### src/rtl/seg_scan_ctrl_if.sv
// Write/commit port of the seven-segment scan controller.
// master: keypad/datapath side; slave: seg_scan_ctrl.
interface seg_scan_ctrl_if;
  logic       wr_en;
  logic [2:0] wr_addr;
  logic [3:0] wr_data;
  logic       wr_dp;
  logic       commit;
  logic       busy;

  modport master (output wr_en, wr_addr, wr_data, wr_dp, commit, input busy);
  modport slave  (input wr_en, wr_addr, wr_data, wr_dp, commit, output busy);
endinterface

### src/rtl/seg_scan_ctrl.sv
// seg_scan_ctrl: time-multiplexed seven-segment scan controller.
// Double-buffered digit file (back written by the port, front displayed),
// with back->front transfers only at frame boundaries.
// Optional macro SEG_SCAN_BLANK_EN: when defined, each slot starts with
// BLANK_CYCLES all-off cycles; when undefined, every cycle is SHOW.
module seg_scan_ctrl #(
  parameter int DIGITS       = 8,
  parameter int REFRESH_DIV  = 100000,
  parameter int BLANK_CYCLES = 1000
) (
  input  logic              clk100MHz,
  input  logic              rst_n,
  seg_scan_ctrl_if.slave    bus,
  input  logic [DIGITS-1:0] digit_en,
  output logic [DIGITS-1:0] an,
  output logic [6:0]        seg,
  output logic              dp,
  output logic              frame_done
);

  localparam int CW = (REFRESH_DIV > 1) ? $clog2(REFRESH_DIV) : 1;
  localparam int SW = (DIGITS > 1) ? $clog2(DIGITS) : 1;
  localparam logic [CW-1:0] CNT_LAST  = CW'(REFRESH_DIV - 1);
  localparam logic [SW-1:0] SLOT_LAST = SW'(DIGITS - 1);

  typedef struct packed {
    logic       dp;
    logic [3:0] hex;
  } digit_t;

  logic [CW-1:0] cnt;
  logic [SW-1:0] slot;
  logic          pending;
  digit_t [DIGITS-1:0] back, front;

  logic slot_end, boundary, show, wr_ok;
  logic [DIGITS-1:0] slot_sel, an_show;

  assign slot_end = (cnt == CNT_LAST);
  assign boundary = slot_end && (slot == SLOT_LAST);
  assign wr_ok    = bus.wr_en && (int'(bus.wr_addr) < DIGITS);
  assign slot_sel = DIGITS'(1) << slot;
  assign an_show  = ~(slot_sel & digit_en);
  assign bus.busy = pending;

  // Low-asserted {g,f,e,d,c,b,a} glyphs for 0-F.
  function automatic logic [6:0] hex7(input logic [3:0] h);
    case (h)
      4'h0: hex7 = 7'b1000000;
      4'h1: hex7 = 7'b1111001;
      4'h2: hex7 = 7'b0100100;
      4'h3: hex7 = 7'b0110000;
      4'h4: hex7 = 7'b0011001;
      4'h5: hex7 = 7'b0010010;
      4'h6: hex7 = 7'b0000010;
      4'h7: hex7 = 7'b1111000;
      4'h8: hex7 = 7'b0000000;
      4'h9: hex7 = 7'b0010000;
      4'hA: hex7 = 7'b0001000;
      4'hB: hex7 = 7'b0000011;
      4'hC: hex7 = 7'b1000110;
      4'hD: hex7 = 7'b0100001;
      4'hE: hex7 = 7'b0000110;
      default: hex7 = 7'b0001110;
    endcase
  endfunction

  // Slot timer and slot index; frame length never depends on digit_en.
  always_ff @(posedge clk100MHz or negedge rst_n) begin
    if (!rst_n) begin
      cnt  <= '0;
      slot <= '0;
    end else if (slot_end) begin
      cnt  <= '0;
      slot <= (slot == SLOT_LAST) ? '0 : slot + 1'b1;
    end else begin
      cnt <= cnt + 1'b1;
    end
  end

`ifdef SEG_SCAN_BLANK_EN
  localparam logic [0:0] PH_BLANK = 1'b0;
  localparam logic [0:0] PH_SHOW  = 1'b1;
  localparam logic [CW-1:0] BLANK_END = CW'(BLANK_CYCLES);
  localparam logic [0:0] PH_START = (BLANK_CYCLES == 0) ? PH_SHOW : PH_BLANK;

  logic [0:0] phase;

  // Phase: BLANK at the start of every slot, SHOW once cnt reaches BLANK_CYCLES.
  always_ff @(posedge clk100MHz or negedge rst_n) begin
    if (!rst_n)
      phase <= PH_START;
    else if (slot_end)
      phase <= PH_START;
    else if (CW'(cnt + 1'b1) == BLANK_END)
      phase <= PH_SHOW;
  end

  assign show = (phase == PH_SHOW);
`else
  assign show = 1'b1;
`endif

  // Registered pin drives: one cycle behind the cnt/slot/phase state.
  always_ff @(posedge clk100MHz or negedge rst_n) begin
    if (!rst_n) begin
      an         <= '1;
      seg        <= 7'h7F;
      dp         <= 1'b1;
      frame_done <= 1'b0;
    end else begin
      frame_done <= boundary;
      if (show) begin
        an  <= an_show;
        seg <= hex7(front[slot].hex);
        dp  <= ~front[slot].dp;
      end else begin
        an  <= '1;
        seg <= 7'h7F;
        dp  <= 1'b1;
      end
    end
  end

  // Back buffer writes, commit tracking and boundary transfer (front takes pre-edge back).
  always_ff @(posedge clk100MHz or negedge rst_n) begin
    if (!rst_n) begin
      back    <= '0;
      front   <= '0;
      pending <= 1'b0;
    end else begin
      if (wr_ok)
        back[bus.wr_addr[SW-1:0]] <= '{dp: bus.wr_dp, hex: bus.wr_data};
      if (boundary) begin
        if (pending || bus.commit)
          front <= back;
        pending <= 1'b0;
      end else if (bus.commit) begin
        pending <= 1'b1;
      end
    end
  end

endmodule

### src/flat_wrapper.sv
// flat-port wrapper written by rule: the top's interface ports become plain ports
module seg_scan_ctrl_flat 
#(
  parameter int DIGITS       = 8,
  parameter int REFRESH_DIV  = 100000,
  parameter int BLANK_CYCLES = 1000
)
  (clk100MHz, rst_n, digit_en, an, seg, dp, frame_done, bus_wr_en, bus_wr_addr, bus_wr_data, bus_wr_dp, bus_commit, bus_busy);
  seg_scan_ctrl_if bus_i ();
  input  logic clk100MHz;
  input  logic rst_n;
  input  logic [DIGITS-1:0] digit_en;
  output logic [DIGITS-1:0] an;
  output logic [6:0] seg;
  output logic dp;
  output logic frame_done;
  input wire logic [$bits(bus_i.wr_en)-1:0] bus_wr_en;
  input wire logic [$bits(bus_i.wr_addr)-1:0] bus_wr_addr;
  input wire logic [$bits(bus_i.wr_data)-1:0] bus_wr_data;
  input wire logic [$bits(bus_i.wr_dp)-1:0] bus_wr_dp;
  input wire logic [$bits(bus_i.commit)-1:0] bus_commit;
  output wire logic [$bits(bus_i.busy)-1:0] bus_busy;
  assign bus_i.wr_en = bus_wr_en;
  assign bus_i.wr_addr = bus_wr_addr;
  assign bus_i.wr_data = bus_wr_data;
  assign bus_i.wr_dp = bus_wr_dp;
  assign bus_i.commit = bus_commit;
  assign bus_busy = bus_i.busy;
  seg_scan_ctrl #(.DIGITS(DIGITS), .REFRESH_DIV(REFRESH_DIV), .BLANK_CYCLES(BLANK_CYCLES)) u_core (.clk100MHz(clk100MHz), .rst_n(rst_n), .bus(bus_i), .digit_en(digit_en), .an(an), .seg(seg), .dp(dp), .frame_done(frame_done));
endmodule
### config.mk
export PLATFORM = sky130hd
export DESIGN_NAME = seg_scan_ctrl_flat
export DESIGN_NICKNAME = d
export VERILOG_FILES = /design/src/rtl/seg_scan_ctrl_if.sv /design/src/rtl/seg_scan_ctrl.sv /design/src/flat_wrapper.sv
export SDC_FILE = /design/constraint.sdc
export NUM_CORES = 1
export LEC_CHECK = 0
export ABC_AREA = 1
export CORE_MARGIN = 4
export CORE_UTILIZATION = 50
export DETAILED_ROUTE_END_ITERATION = 10
export GPL_ROUTABILITY_DRIVEN = 0
export HOLD_SLACK_MARGIN = 0.15
export PLACE_DENSITY = 0.71
export SKIP_CTS_REPAIR_TIMING = 1
export SLEW_MARGIN = 10
export SYNTH_ARGS = -nofsm -noshare
export SYNTH_HDL_FRONTEND = slang
export SYNTH_SLANG_ARGS = --single-unit
### constraint.sdc
create_clock -name clk100MHz -period 2.01 [get_ports clk100MHz]
set_clock_uncertainty 0.1 [all_clocks]
set_input_delay 0.603 -clock clk100MHz [delete_from_list [all_inputs] [get_ports clk100MHz]]
set_output_delay 0.603 -clock clk100MHz [all_outputs]
set_load 0.02 [all_outputs]
; ---- Word level (Yosys, flattened, before mapping)
; Memory sizes are Yosys's and may differ from the RTL's. A register that Yosys moved wholly into a read port is not among the register bits.
; Index checks and enable logic that the tools add are counted.
; Widths: inputs -> output; s select.
[word_totals]
reg_bits = 111
rom_bits = 112
in_bits = 20
wordCells = 65
memories = 1
[op_classes]
addsub = 2
magnitude_cmp = 3
eq_ne = 2
shifts = 1
n_mux = 9
n_bitwise = 3
n_reduce_logical = 6
[mem_list]
columns = memory, depth, word_bits, rd, rd_ports_with_merged_regs, write_ports, line_no
row1 = (name not given), 16, 7, 1, 1, 0, seg_scan_ctrl.sv:48  ; case (h)
[ops]
columns = op, n
row1 = $bwmux 40, 1
row2 = $add 17x1->17 const B, 1
row3 = $eq 17x17->1 const B, 1
row4 = $mux 17, 1
row5 = $bmux 5 s3, 1
row6 = $demux 5 s3, 1
row7 = $mux 5, 2
row8 = $and 8x8->8, 1
row9 = $lt 3x4->1 const B, 2
row10 = $not 8->8, 1
row11 = $shl 1x3->8 const A, 1
row12 = $add 3x1->3 const B, 1
row13 = $eq 3x3->1 const B, 1
row14 = $ge 3x1->1 const B, 1
row15 = $mux 3, 1
row16 = $logic_and 1x1->1, 2
row17 = $mux 1, 2
row18 = $reduce_and 2->1, 1
row19 = $reduce_bool 2->1, 1
row20 = $logic_not 1->1, 1
row21 = $logic_or 1x1->1, 1
row22 = $not 1->1, 1

; ---- Logic depth before layout (Yosys ltp)
; Gate-level depths: netlist of run 1.
[depth]
depth_word = 5
depth_mapped = 12
ltp_nobuf = 11

; ---- Worst setup path before layout of run 1
; No wires, ideal clock.
[synth_timing]
path_type = reg-to-reg
startpoint = reg u_core.slot[0]
endpoint = reg u_core.seg[5]
t_arrival_ns = 1.583
t_required_ns = 1.834
setup_slack_ns = 0.251
path_stages_with_launch = 13
cell_sequence = dfrtp_1 > inv_1 > buf_2 > nand2_1 > nand3_1 > nand3_1 > nand2_1 > inv_1 > ha_1 > nand3_1 > nand2_1 > nand2_1 > nand2_1
[synth_via]
elab_chain_cells = 2
[synth_rtl]
columns = item, line_no
row1 = from (decl), seg_scan_ctrl.sv:32  ; logic [SW-1:0] slot;
row2 = from (signal assigned), seg_scan_ctrl.sv:75  ; slot <= (slot == SLOT_LAST) ? '0 : slot + 1'b1;
row3 = $bmux 5 s3, seg_scan_ctrl.sv:115  ; seg <= hex7(front[slot].hex);
row4 = $mux 5 (implied by the code), seg_scan_ctrl.sv:115
row5 = to (decl), seg_scan_ctrl.sv:16  ; output logic [6:0] seg,
; No other way between the ends. The select of a mux whose other input is x is not followed.
; A chain may end at the register's enable or synchronous reset.

; ---- Worst setup path in the final report of run 1
[layout_timing]
startpoint = reg u_core.slot[1]
endpoint = reg u_core.seg[2]
; Same word-level chain as after synthesis.

==> impl_metrics.csv, run 1 <==
group,metric,value,unit
logic_synthesis,synthSimpleGateAreaFrac,26.7,%
grt,grt_antenna_before_repair,0,
outcome,outcome,"finished, final reports clean",
finish,fillCellCount,949,
placed_design,dp.cells,912,
setup_path,cp_data_required_time,2250,ps
finish,nNetsFinal,829,
logic_synthesis,synthAdderAreaFrac,2.57,%
floorplan,initial_core_util,51.2,%
setup_path,crit_fanout,9,
clock_network,htree_levels,4,
route,postRouteWirelength,13000,µm
logic_synthesis,synth-seq-cells,118,
logic_synthesis,synth.avg_cell_area,7.92,µm²
logic_synthesis,ys.flop_type,"dfrtp_1",
power_and_ir_drop,peakVddDrop,0.643,mV
floorplan,die_height,116,µm
finish,multi_input_area,2120,µm²
logic_synthesis,synth-edff-count,0,
placed_design,port_buffers,37,
power_and_ir_drop,power_density,806,nW/µm²
floorplan,fp.dieW,116,µm
timing,worst_pin_slew,400,ps
route,firstDrtPassIters,5,
floorplan,coreArea,11400,µm²
route,drc,0,
setup_path,worstPathArrival,2140,ps
setup_path,crit_path_start_kind,"flop",
hold_path,hold_class,"reg2reg",
setup_path,endpoint_kind,"flop",
timing,setup_slack,114,ps
clock_network,cts_tree,"done",
finish,fin_util,62.8,%
timing,setup_viol,0,
grt,overflow,0,
route,drt_iter0_drc,389,
timing,fin_crit_sh,94.3,%
placed_design,preCtsSetupSlack,-44.1,ps
timing,post-route-min-period,1900,ps
floorplan,dieArea,13500,µm²
logic_synthesis,yosysSeqAreaShare,50.9,%
clock_network,cts_buffer_depth,2,
finish,diodes,0,
logic_synthesis,synth_xor_xnor_area_share,1.20,%
clock_network,cts_buffers,17,
finish,fin_area,7170,µm²
power_and_ir_drop,p_leak,3.71,nW
logic_synthesis,synth_compound_area_share,5.70,%
timing,slew_headroom,73.4,%
grt,gr-usage-all-layers,20.9,%
timing,timing.setup.tns,0,ps
logic_synthesis,ys_warn_count,0,
route,drtAntennaViolNets,0,
logic_synthesis,synth_top_family_by_area,"simple AND/OR/NAND/NOR gates",
logic_synthesis,ys_types,27,
power_and_ir_drop,total_power,5.78,mW
finish,layout_common_cells,"nand2_1 (214), inv_1 (157), dfrtp_1 (102)",
timing,fmax,527,MHz
logic_synthesis,synthArstFlopShare,100,%
finish,regArea,2970,µm²
logic_synthesis,synthMuxAreaShare,0,%
finish,final_common_cell,"nand2_1",
route,via_per_inst,5.03,
route,wl_per_cell,13.7,µm
clock_network,clk_latency,420,ps
grt,grt_pass1_wl,22000,µm
timing,whs,366,ps
placed_design,placed_area,6490,µm²
run,cap_violations,0,
timing,hold_violations,0,
clock_network,cts_sinks,118,
route,vias,4766,
clock_network,clk_pin_slew_worst_paths,50,ps
finish,instances_no_fill,948,
grt,grt_pass1_vias,4618,
grt,grt_max_degree,76,
logic_synthesis,synthCells,737,
floorplan,ios,38,
timing,slew_violations,0,
placed_design,hpwl,8700,µm
logic_synthesis,syn-num-nets,769,
clock_network,root_buffer,"clkbuf_16",
finish,syn_to_final_growth,22.7,%
setup_path,r2r_slack,110,ps
setup_path,path_class,"reg2reg",
finish,layout-drive-gt1-share,10.7,%
logic_synthesis,synth.cell_area,5840,µm²
floorplan,num_rows,39,
cells in the mapped netlist (2+ instances only):
cell type	number	area share [%]
nor2_1	27	1.7
dfstp_2	16	7.2
buf_6	4	0.77
dfrtp_1	102	44
o211ai_1	2	0.26
o21ai_0	53	4.5
clkbuf_1	11	0.71
nand2_2	2	0.21
ha_1	12	2.6
nor3_1	3	0.26
nand3b_1	2	0.26
xor2_1	6	0.90
nand2_1	216	14
xnor2_1	2	0.30
nor3_2	3	0.51
a31oi_1	2	0.21
nand3_1	48	4.1
buf_4	5	0.64
nand4_1	42	4.5
nand3_4	2	0.60
inv_1	159	10
buf_2	6	0.51
a21oi_1	8	0.69
flip-flops by register name, summed over array words and instances, names as in the netlist:
register and flops:
u_core.an 8, u_core.back 40, u_core.slot 3, u_core.seg 7, u_core.bus.busy 1, u_core.frame_done 1, u_core.cnt 17, u_core.dp 1
u_core.front 40
final cells by class:
cell class | instances | share of cell area (%)
Sequential cell | 118 | 41.5
Multi-Input combinational cell | 433 | 29.6
Timing Repair Buffer | 68 | 10.5
Inverter | 159 | 8.38
Clock buffer | 22 | 6.48
Tap cell | 143 | 2.50
Clock inverter | 5 | 1.08
worst max-delay path, stage by stage (launching register included):
cell,delay (ps)
dfrtp_1,450
clkinvlp_4,240
buf_4,200
buf_4,130
nand3_1,110
nand3_1,100
nand2_1,280
nand3_1,140
o21ai_2,90
power by group:
part / switching [mW] / internal [mW]
Clock: 0.985 / 1.84
Sequential: 0.0876 / 2.54
Combinational: 0.201 / 0.125
Total: 1.27 / 4.50
cells by family after synthesis:
kind of cell,count (synthesis)
buf+inv,186
simple gates,348
compound gates,65
xor+xnor,8
fa+ha+maj,12
flops,118
final timing paths:
| check | from | endpoint | cells past startpoint |
|---|---|---|---|
| worst max-delay path | u_core.slot[1] | u_core.seg[2] | 8 |
| worst min-delay path | u_core.cnt[0] | u_core.cnt[0] | 1 |
| worst max register to register | u_core.slot[1] | u_core.seg[2] | 8 |
| worst min register to register | u_core.cnt[0] | u_core.cnt[0] | 1 |
| max in group asynchronous | rst_n | u_core.front[5] | 3 |
| min in group asynchronous | rst_n | u_core.cnt[2] | 2 |
metal layers:
layer	track usage, %	vias to the layer above	part of all wire [%]
met2	32.9	125	47
met3	6.06	24	5.4
li1	-	2383	-
met4	7.89	0	2.1
met5	0	-	0
met1	27.6	2234	45
Power figures use the tool's default switching activity.
==> run 2: changes to the inputs <==
- CORE_ASPECT_RATIO: unset -> 1.1
- PLACE_DENSITY: 0.71 -> 0.74
- clock period: 2.01 -> 1.6 ns (I/O delays scaled with it)
==> run 2 against run 1 <==
The flow now finishes with violations (negative setup slack). Fmax is 3.8% higher. Routed wire length is 24% higher. Total power is 29% higher. Core utilization is 8.2 points higher. Register-to-register slack worse by 340 ps.
==> impl_metrics.csv, run 2 (synthesis gave the netlist of run 1 again) <==
group,metric,value,unit
route,postRouteWirelength,16100,µm
clock_network,cts_sinks,118,
power_and_ir_drop,pwr-share-comb,5.6,%
placed_design,port_buffers,37,
finish,fin_util,71.0,%
setup_path,crit_fanout,7,
finish,layout_common_cells,"nand2_1 (173), inv_1 (151), dfrtp_1 (100)",
floorplan,coreArea,11400,µm²
outcome,outcome,"complete, but fails checks",
setup_path,endpoint_kind,"flop",
route,vias,5360,
finish,nNetsFinal,875,
route,drt_iter0_drc,497,
finish,multi_input_area,2580,µm²
clock_network,cts_buffers,17,
power_and_ir_drop,peakVddDrop,0.624,mV
setup_path,crit_path_start_kind,"flop",
power_and_ir_drop,pwr-share-clk,50.4,%
finish,syn_to_final_growth,39.1,%
finish,layout-drive-gt1-share,29.4,%
route,via_per_inst,5.33,
grt,overflow,0,
power_and_ir_drop,power_density,920,nW/µm²
clock_network,cts_buffer_depth,2,
finish,instances_no_fill,1006,
setup_path,cp_data_required_time,1810,ps
placed_design,hpwl,9580,µm
timing,slew_headroom,75.7,%
power_and_ir_drop,p_int,5.68,mW
grt,grt_antenna_before_repair,0,
floorplan,fp.dieW,111,µm
clock_network,root_buffer,"clkbuf_16",
power_and_ir_drop,p_leak,4.06,nW
outcome,violations,"negative setup slack",
finish,regArea,2980,µm²
power_and_ir_drop,swShare,23.9,%
power_and_ir_drop,p_switching,1.79,mW
route,firstDrtPassIters,5,
floorplan,dieArea,13500,µm²
hold_path,hold_class,"in2async",
grt,grt_pass1_vias,4935,
timing,hold_violations,0,
placed_design,dp.cells,955,
timing,fin_crit_sh,114,%
grt,grt_pass1_wl,23100,µm
timing,setup_slack,-227,ps
timing,post-route-min-period,1830,ps
finish,final_common_cell,"nand2_1",
route,drc,0,
setup_path,path_class,"reg2reg",
route,wl_per_cell,16.1,µm
timing,fmax,547,MHz
floorplan,initial_core_util,51.1,%
finish,fillCellCount,781,
clock_network,clk_pin_slew_worst_paths,60,ps
floorplan,ios,38,
timing,rsz0062_at_grt,"yes",
finish,diodes,0,
grt,grt_max_degree,56,
timing,worst_pin_slew,364,ps
setup_path,worstPathArrival,2030,ps
finish,reg_top3,"u_core.back: 40 flops, u_core.front: 40 flops, u_core.cnt: 17 flops",
clock_network,cts_tree,"done",
route,drtAntennaViolNets,0,
run,cap_violations,0,
floorplan,die_height,121,µm
floorplan,num_rows,41,
grt,gr-usage-all-layers,21.4,%
clock_network,htree_levels,4,
power_and_ir_drop,total_power,7.47,mW
clock_network,clk_latency,420,ps
power_and_ir_drop,power.share.sequential,44.0,%
timing,setup_viol,73,
timing,slew_violations,0,
[run 2: changes by cell type in the layout (fill, tap and decap cells not counted), sizes merged]
cell / previous run / this run
buf: 31 / 87
clkinv: 2 / 6
dlymetal6s2s: 18 / 1
inv: 158 / 161
clkinvlp: 2 / 5
nand2: 218 / 220
[run 2: through the flow]
step / instance area, µm² / hold WS, ps / setup slack, ps / setup TNS [ps]
after floorplan: 5950 / 84.4 / -28.6 / -119
after CTS: 7450 / -174 / -525 / -13650
after global routing: 8120 / 398 / -304 / -13700
after detailed placement: 6860 / 271 / -346 / -25360
after global placement: 6860 / 267 / -323 / -22640
final: 8120 / 373 / -227 / -8680
[run 2: critical path, cell delays in order (launching register included)]
cell,delay [ps]
dfrtp_1,400
nor3_2,280
nand2_2,140
nor2_8,200
buf_6,150
clkbuf_16,140
nand4_1,110
nand2_1,130
inv_1,60
[run 2: power groups by stage]
stage	clock, mW	combinational, mW	sequential (mW)
after detailed placement	0	0.412	3.33
final	3.76	0.420	3.29
after CTS	3.79	0.418	3.29
after floorplan	0	0.215	3.30
after global routing	3.95	0.483	3.31
after global placement	0	0.398	3.32
[run 2: routing by layer]
metal	global-route usage [%]	routed length (µm)
met1	27.4	6460
met2	35.5	8170
met3	4.99	954
met4	8.14	566
met5	0	0
[run 2: path summary, 6_finish.rpt]
| path | cells after the start | startpoint | slack (ps) | to |
|---|---|---|---|---|
| min in group clk100MHz | 2 | u_core.back[29] | 390 | u_core.back[29] |
| setup / recovery | 8 | u_core.cnt[14] | -230 | u_core.front[22] |
| hold reg to reg | 2 | u_core.back[29] | 390 | u_core.back[29] |
| max in group asynchronous | 3 | rst_n | 460 | u_core.back[18] |
| hold / removal | 2 | rst_n | 370 | u_core.cnt[10] |
| setup reg to reg | 8 | u_core.cnt[14] | -230 | u_core.front[22] |
[run 2: cell type report]
class	count	area share (%)
Sequential cell	118	36.6
Multi-Input combinational cell	435	31.7
Timing Repair Buffer	111	14.5
Inverter	159	7.47
Clock buffer	18	5.41
Tap cell	150	2.31
Clock inverter	14	1.86
Timing Repair inverter	1	0.0770
==> run 3: changes to the inputs <==
- CTS_CLUSTER_DIAMETER: unset -> 30
- SETUP_SLACK_MARGIN: unset -> 0.2
==> run 3 against run 2 <==
Clock-buffer cell count grew 2. Final cell count grew 0.30%. Clock power rose by 9.6%. Worst hold slack better by 13 ps. Sequential share of layout area is 0.68 points lower. Largest cell class unchanged. Fmax down 7.3%. The flow still finishes with violations (negative setup slack). Sequential power about the same. Sequential cell count unchanged. Worst setup slack worse by 140 ps.
==> impl_metrics.csv, run 3 (synthesis gave the netlist of run 1 again) <==
group,metric,value,unit
outcome,outcome,"complete, but fails checks",
outcome,violations,"negative setup slack",
timing,fin_crit_sh,123,%
setup_path,cp_data_required_time,1810,ps
finish,regArea,2980,µm²
power_and_ir_drop,power_density,952,nW/µm²
finish,fillCellCount,725,
clock_network,cts_tree,"done",
setup_path,cp_slowest_cell,"dfrtp_1",
placed_design,port_buffers,37,
setup_path,worstPathArrival,2170,ps
setup_path,crit_fanout,32,
route,via_per_inst,5.40,
power_and_ir_drop,p_leak,4.16,nW
setup_path,crit_family,"simple AND/OR/NAND/NOR gates",
power_and_ir_drop,peakVddDrop,0.657,mV
clock_network,cts_sinks,118,
grt,grt_pass1_wl,23300,µm
route,drc,0,
route,met1Wirelength,6570,µm
clock_network,root_buffer,"clkbuf_16",
floorplan,ios,38,
timing,whs,387,ps
timing,worst_pin_slew,416,ps
timing,hold_violations,0,
route,dr_wl_met3,961,µm
timing,post-route-min-period,1970,ps
clock_network,cts_buffers,17,
route,postRouteWirelength,17100,µm
timing,slew_violations,0,
setup_path,path_buf_inv,2,
finish,nNetsFinal,881,
setup_path,critPathMostFrequentCell,"nand2_1",
route,maxUsedRoutingLayer,"met4",
route,wl_per_cell,17.0,µm
finish,multi_input_area,2670,µm²
clock_network,htree_levels,4,
floorplan,initial_core_util,51.1,%
power_and_ir_drop,total_power,7.88,mW
grt,grt_max_degree,43,
grt,grt_pass1_vias,5023,
finish,reg_top3,"u_core.back: 40 flops, u_core.front: 40 flops, u_core.cnt: 17 flops",
floorplan,die_height,121,µm
timing,fmax,508,MHz
setup_path,crit_chain,"nor3_1 -> nand2_1 -> nor2_8 -> buf_12 -> nand4_1 -> nand2_1 -> inv_1",
setup_path,r2r_slack,-370,ps
route,firstDrtPassIters,7,
route,vias,5452,
finish,fin_util,72.4,%
finish,final_common_cell,"nand2_1",
setup_path,crit_path_start_kind,"flop",
floorplan,num_rows,41,
run,cap_violations,0,
floorplan,fp.dieW,111,µm
grt,grt_antenna_before_repair,0,
setup_path,cpPeakStageDelay,390,ps
finish,syn_to_final_growth,41.7,%
clock_network,cts_buffer_depth,2,
floorplan,dieArea,13500,µm²
clock_network,clk_latency,410,ps
placed_design,hpwl,9220,µm
route,drtAntennaViolNets,0,
clock_network,clk_pin_slew_worst_paths,60,ps
route,drt_iter0_drc,612,
setup_path,endpoint_kind,"flop",
finish,layout-drive-gt1-share,29.6,%
finish,diodes,0,
timing,rsz0062_at_grt,"yes",
setup_path,path_class,"reg2reg",
timing,setup_viol,79,
grt,gr-usage-all-layers,21.2,%
finish,layout_common_cells,"nand2_1 (175), inv_1 (150), dfrtp_1 (100)",
grt,overflow,0,
timing,setup_slack,-370,ps
route,wl_met2,8980,µm
floorplan,coreArea,11400,µm²
hold_path,hold_class,"reg2reg",
timing,slew_headroom,72.3,%
-- run 3: cell count changes in the layout (fill, tap and decap cells not counted), sizes merged --
cell,previous run,this run
clkdlybuf4s15,0,1
clkinvlp,5,0
nand2,220,221
buf,87,95
bufinv,2,5
inv,161,158
dlymetal6s2s,1,4
clkdlybuf4s50,18,14
clkinv,6,5
-- run 3: per-stage QoR --
| step | TNS (ps) | area [µm²] | setup WS, ps | std cells |
|---|---|---|---|---|
| after floorplan | -350 | 6000 | -28.6 | 737 |
| after global placement | -24190 | 6810 | -352 | 950 |
| after detailed placement | -26930 | 6810 | -373 | 950 |
| after CTS | -13630 | 7440 | -522 | 979 |
| after global routing | -17490 | 8280 | -372 | 1009 |
| final | -15690 | 8280 | -370 | 1009 |
-- run 3: worst reg2reg max path: cells and delay by family, from the launching register on --
kind / cells / cell delay, ps
buffers and inverters: 2 / 260
AND/OR/NAND/NOR: 5 / 1100
flip-flops: 1 / 390
-- run 3: area by class of cell --
type / count / share of cell area [%]
Timing Repair Buffer: 117 / 14.6
Clock inverter: 9 / 2.15
Clock buffer: 20 / 5.40
Tap cell: 150 / 2.27
Sequential cell: 118 / 35.9
Inverter: 159 / 7.33
Multi-Input combinational cell: 436 / 32.3
-- run 3: worst paths after layout --
path | from | to | depth (start not counted)
max in group asynchronous | rst_n | u_core.seg[3] | 3
setup / recovery | u_core.cnt[14] | u_core.front[22] | 7
min in group asynchronous | rst_n | u_core.cnt[13] | 2
hold reg to reg | u_core.back[9] | u_core.back[9] | 2
setup reg to reg | u_core.cnt[14] | u_core.front[22] | 7
hold / removal | u_core.back[9] | u_core.back[9] | 2
-- run 3: routing by layer --
metal  GRT usage (%)  vias up
met2            35.9      261
met5               0        -
met1            26.7     2628
met3            4.19       54
li1                -     2509
met4            8.97        0
-- run 3: where the power goes --
part           leakage (nW)  switching [mW]  internal (mW)
registers              1.30           0.112           3.18
logic                  2.55           0.288          0.183
clock network         0.306            1.34           2.78
